`config.mk`:
```
export PLATFORM = sky130hd
export DESIGN_NAME = ddr_arbiter
export DESIGN_NICKNAME = d
export VERILOG_FILES = /design/src/rtl/ddr_arbiter.sv
export SDC_FILE = /design/constraint.sdc
export NUM_CORES = 1
export LEC_CHECK = 0
export ABC_AREA = 0
export BUFFER_PORTS_ARGS = -buffer_cell sky130_fd_sc_hd__buf_2
export CAP_MARGIN = 15
export CORE_AREA = 2 2 370 372
export DETAILED_ROUTE_END_ITERATION = 10
export DIE_AREA = 0 0 372 374
export GPL_ROUTABILITY_DRIVEN = 0
export SYNTH_ARGS = -nofsm -noshare
export SYNTH_HDL_FRONTEND = slang
export SYNTH_SLANG_ARGS = --single-unit
```
`constraint.sdc`:
```
create_clock -name clk -period 2 [get_ports clk]
set_clock_uncertainty 0.05 [all_clocks]
set_input_delay 0.1 -clock clk [delete_from_list [all_inputs] [get_ports clk]]
set_output_delay 0.1 -clock clk [all_outputs]
set_load 0.03 [all_outputs]
```
`src/rtl/ddr_arbiter.sv`:
```
// ddr_arbiter
// Shares the single ddr_master request interface between two requesters:
// port 0 (data cache) and port 1 (instruction cache / program loader).
// Exactly one transaction is in flight at a time: either one write, or one
// read address followed by its single data beat.
//
// Ports
//   clk, rst              : clock, synchronous active-high reset
//   pN_wr_*               : port N write request (addr, data, valid/ready)
//   pN_rd_addr/avalid/aready : port N read address channel
//   pN_rd_data/valid/dready  : port N read data channel
//   m_wr_*                : write channel to ddr_master
//   m_rd_addr/avalid/aready  : read address channel to ddr_master
//   m_rd_data/valid/dready   : read data channel from ddr_master
//   busy                  : high whenever a transaction owns the master
//   grant                 : owning port, meaningful only while busy
//
// Between ports the grant is round-robin. Within a port a pending write wins
// over a pending read, so a dirty writeback reaches memory before the refill
// of the same line. Address and data are not latched; requesters hold them
// stable until their handshake, and all data paths are combinational.
module ddr_arbiter #(
    parameter int ADDR_W = 27,
    parameter int DATA_W = 128
) (
    input  logic              clk,
    input  logic              rst,

    input  logic [ADDR_W-1:0] p0_wr_addr,
    input  logic [DATA_W-1:0] p0_wr_data,
    input  logic              p0_wr_valid,
    output logic              p0_wr_ready,
    input  logic [ADDR_W-1:0] p0_rd_addr,
    input  logic              p0_rd_avalid,
    output logic              p0_rd_aready,
    output logic [DATA_W-1:0] p0_rd_data,
    output logic              p0_rd_valid,
    input  logic              p0_rd_dready,

    input  logic [ADDR_W-1:0] p1_wr_addr,
    input  logic [DATA_W-1:0] p1_wr_data,
    input  logic              p1_wr_valid,
    output logic              p1_wr_ready,
    input  logic [ADDR_W-1:0] p1_rd_addr,
    input  logic              p1_rd_avalid,
    output logic              p1_rd_aready,
    output logic [DATA_W-1:0] p1_rd_data,
    output logic              p1_rd_valid,
    input  logic              p1_rd_dready,

    output logic [ADDR_W-1:0] m_wr_addr,
    output logic [DATA_W-1:0] m_wr_data,
    output logic              m_wr_valid,
    input  logic              m_wr_ready,
    output logic [ADDR_W-1:0] m_rd_addr,
    output logic              m_rd_avalid,
    input  logic              m_rd_aready,
    input  logic [DATA_W-1:0] m_rd_data,
    input  logic              m_rd_valid,
    output logic              m_rd_dready,

    output logic              busy,
    output logic              grant
);

    typedef enum logic [2:0] {
        IDLE   = 3'd0,
        W_REQ  = 3'd1,
        W_WAIT = 3'd2,
        R_REQ  = 3'd3,
        R_DATA = 3'd4
    } state_t;

    state_t state_reg;
    logic   grant_reg;
    logic   last_reg;

    // Per-port request bundles indexed by port number.
    logic [1:0] wr_valid_v;
    logic [1:0] rd_avalid_v;
    logic [1:0] rd_dready_v;
    logic [1:0] pending_v;
    logic [1:0] wr_ready_v;
    logic [1:0] rd_aready_v;
    logic [1:0] rd_valid_v;

    assign wr_valid_v  = {p1_wr_valid, p0_wr_valid};
    assign rd_avalid_v = {p1_rd_avalid, p0_rd_avalid};
    assign rd_dready_v = {p1_rd_dready, p0_rd_dready};
    assign pending_v   = wr_valid_v | rd_avalid_v;

    // Round-robin pick: on contention the port not served last wins,
    // otherwise whichever single port is pending.
    logic winner;
    assign winner = (&pending_v) ? ~last_reg : pending_v[1];

    logic in_w_req;
    logic in_w_wait;
    logic in_r_req;
    logic in_r_data;
    assign in_w_req  = (state_reg == W_REQ);
    assign in_w_wait = (state_reg == W_WAIT);
    assign in_r_req  = (state_reg == R_REQ);
    assign in_r_data = (state_reg == R_DATA);

    always_ff @(posedge clk) begin
        if (rst) begin
            state_reg <= IDLE;
            grant_reg <= 1'b0;
            last_reg  <= 1'b1;
        end else begin
            case (state_reg)
                IDLE: begin
                    if (|pending_v) begin
                        grant_reg <= winner;
                        last_reg  <= winner;
                        state_reg <= wr_valid_v[winner] ? W_REQ : R_REQ;
                    end
                end
                W_REQ: begin
                    if (m_wr_valid && m_wr_ready) begin
                        state_reg <= W_WAIT;
                    end
                end
                W_WAIT: begin
                    // First ready after acceptance marks write completion.
                    if (m_wr_ready) begin
                        state_reg <= IDLE;
                    end
                end
                R_REQ: begin
                    if (m_rd_avalid && m_rd_aready) begin
                        state_reg <= R_DATA;
                    end
                end
                R_DATA: begin
                    if (m_rd_valid && m_rd_dready) begin
                        state_reg <= IDLE;
                    end
                end
                default: begin
                    state_reg <= IDLE;
                end
            endcase
        end
    end

    // Master-side pass-through. Address/data mirror the granted port at all
    // times; only the valid/ready qualifiers are gated by state.
    assign m_wr_valid  = in_w_req && wr_valid_v[grant_reg];
    assign m_wr_addr   = grant_reg ? p1_wr_addr : p0_wr_addr;
    assign m_wr_data   = grant_reg ? p1_wr_data : p0_wr_data;
    assign m_rd_avalid = in_r_req && rd_avalid_v[grant_reg];
    assign m_rd_addr   = grant_reg ? p1_rd_addr : p0_rd_addr;
    assign m_rd_dready = in_r_data && rd_dready_v[grant_reg];

    // Requester-side handshakes: only the granted port ever sees a ready
    // or valid; the other port's outputs stay at 0.
    generate
        for (genvar gi = 0; gi < 2; gi++) begin : g_port
            logic owns;
            assign owns            = (grant_reg == 1'(gi));
            assign wr_ready_v[gi]  = in_w_req  && owns && m_wr_ready;
            assign rd_aready_v[gi] = in_r_req  && owns && m_rd_aready;
            assign rd_valid_v[gi]  = in_r_data && owns && m_rd_valid;
        end
    endgenerate

    assign p0_wr_ready  = wr_ready_v[0];
    assign p1_wr_ready  = wr_ready_v[1];
    assign p0_rd_aready = rd_aready_v[0];
    assign p1_rd_aready = rd_aready_v[1];
    assign p0_rd_valid  = rd_valid_v[0];
    assign p1_rd_valid  = rd_valid_v[1];

    // Read data fans out to both ports; only the qualified one is consumed.
    assign p0_rd_data = m_rd_data;
    assign p1_rd_data = m_rd_data;

    assign busy  = in_w_req || in_w_wait || in_r_req || in_r_data;
    assign grant = grant_reg;

endmodule

```
==> results.yml <==
sta:
  rsz0062_at_grt: "no"
  setup_violations: 0
  relSlewSlack: 0.679
  worst_pin_slew_ns: 0.482
  final.setup.tns_ns: 0
  fmax_mhz: 508
  period_needed_ns: 1.97
  timing.final.crit_share: 0.983
  final-max-slew-violation-count: 0
  finalHoldViolCount: 0
pwr:
  powerDensity_nw_per_um2: 766
  power_leakage_nw: 3.18
  power.share.clock: 0.057
  switching_share: 0.623
  vdd_drop_max_mv: 0.232
  p_total_w: 0.00596
  combPwrFrac: 0.905
  internal_power_w: 0.00225
  switching_power_w: 0.00372
  seqPwrFrac: 0.038
floorplanning:
  core_area_um2: 135000
  initial_core_util: 0.0333
  dieArea_um2: 139000
  num_rows: 135
  die_w_um: 372
  io_pins: 952
  die_h_um: 374
clock_tree:
  cts_sinks: 5
  clk_latency_ns: 0.23
  ctsResizeCount: 0
  cts_tree: "yes"
  clock_path_buffers: 2
  holdBufCountCts: 0
  post_cts_buffers: 0
  root_buffer: "clkbuf_16"
  clk_pin_slew_ns: 0.03
  ctsHtreeMaxLevel: 1
  numCtsBuffers: 3
drt:
  vias: 5452
  wire_per_inst_um: 33.7
  viasPerCell: 2.09
  drtIter0Drc: 239
  ant_nets: 0
  finalWirelength_um: 87900
  first_pass_iters: 4
  drcViolationCount: 0
global_route:
  antenna_found_initial: 106
  grt_pass1_wl_um: 96100
  grt_pass1_vias: 4742
  grtUsageTotal: 0.120
  grt_overflow_total: 0
  grt_max_degree: 43
worst_setup_path:
  critPathRequiredTime_ns: 1.85
  critPathMaxFanout: 25
  end_kind: "primary output"
  critPathArrivalTime_ns: 1.82
  startpoint_type: "register"
  path_class: "register to primary output"
  reg2reg_setup_slack_ns: 0.33
yosys:
  postSynthAreaPerCell_um2: 8.71
  netlist_area_um2: 4500
  async_flop_share: 0
  yosysSeqAreaShare: 0.0223
  synth-warning-count: 0
  yosysTopAreaCell: "mux2_2"
  ys_top_cells_by_count: "257 x buf_4, 182 x mux2_2, 16 x buf_2"
  ys.flop_type: "dfxtp_1"
  yosysMostFrequentCell: "buf_4"
  synth_edf_count: 0
  synth_top_area_frac: 0.456
  ys_seq_elements: 5
  postSynthCellCount: 516
  synth_cell_type_count: 30
  synth_area_leaders: "mux2_2 46%, buf_4 43%, dfxtp_1 2.2%"
  syn-num-nets: 1019
layout:
  drive_gt1_frac: 0.939
  fin_nets: 1322
  areaGrowthSynthToFinish_pct: 73.1
  fin_area_um2: 7790
  largest_register_ffs: 3
placed_design:
  placed_cell_area_um2: 7680
  place_hpwl_um: 85500
  io_buffer_count: 567
status:
  status: "finished clean"
worst_hold_path:
  hold_class: "primary input to register"
run:
  cap_violations: 0
through the flow:
step,util,setup WS [ns],hold slack (ns),cells
2_1_floorplan,-,0.182,0.119,516
3_3_place_gp,0.0569,0.334,0.150,2595
3_5_place_dp,0.0569,0.302,0.150,2595
4_1_cts,0.0575,0.0542,0.0738,2599
5_1_grt,0.0575,0.0112,0.102,2600
6_report,0.0577,0.0330,0.0821,2611
per-layer routing:
layer	routed length, um	GRT usage	vias to the layer above
met3	20600	0.119	198
met5	26	0	-
met1	30900	0.129	2266
met4	2280	0.0164	4
met2	34100	0.169	865
li1	-	-	2119
cell type report:
| type | count | area (um2) |
|---|---|---|
| antenna | 12 | 30.0 |
| clock buffer | 4 | 78.8 |
| inverter | 3 | 11.3 |
| fill | 16000 | 127000 |
| timing repair buffer | 577 | 2980 |
| multi-input combinational | 229 | 2360 |
| sequential | 5 | 104 |
| tap | 1781 | 2230 |
kinds of logic after synthesis:
kind of cell           Yosys count  synth area share
AND/OR/NAND/NOR                 28            0.0326
flip-flops                       5            0.0223
AO/OA/AOI/OAI                   14            0.0239
buffers and inverters          282             0.454
XOR/XNOR                         1           0.00195
multiplexers                   186             0.465
worst max-delay path: stages, from the launching register on:
cell and delay (ns):
dfxtp_4 0.48, buf_4 0.45, mux2_2 0.40, buf_2 0.20
power groups by stage:
stage | combinational, W | clock, W | sequential (W)
CTS | 0.00556 | 0.000340 | 0.000222
floorplan | 0.00419 | 0 | 0.000167
finish | 0.00540 | 0.000341 | 0.000224
detailed placement | 0.00552 | 0 | 0.000223
global placement | 0.00548 | 0 | 0.000217
global route | 0.00577 | 0.000351 | 0.000232
worst paths after layout:
path,cells past startpoint,from,to
max,3,grant$_SDFFE_PP0P_,m_wr_data[6]
min,2,rst,grant$_SDFFE_PP0P_
max reg2reg,4,state_reg[2]$_SDFFE_PP0P_,state_reg[2]$_SDFFE_PP0P_
min reg2reg,1,last_reg$_SDFFE_PP1P_,last_reg$_SDFFE_PP1P_
cell usage in the layout, fill, tap and decap left out, types with 2 or more instances in the layout:
cell,count
buf_4,5
inv_1,3
o21ai_0,3
nand2_1,3
buf_12,5
nor3_1,3
mux2_2,182
clkbuf_16,3
diode_2,12
mux2i_1,3
dfxtp_1,4
nand2b_1,3
a21oi_1,2
buf_2,567
nand3_1,3
o31ai_1,2
nor2_1,9
No activity file was read; power rests on OpenSTA's default activity.
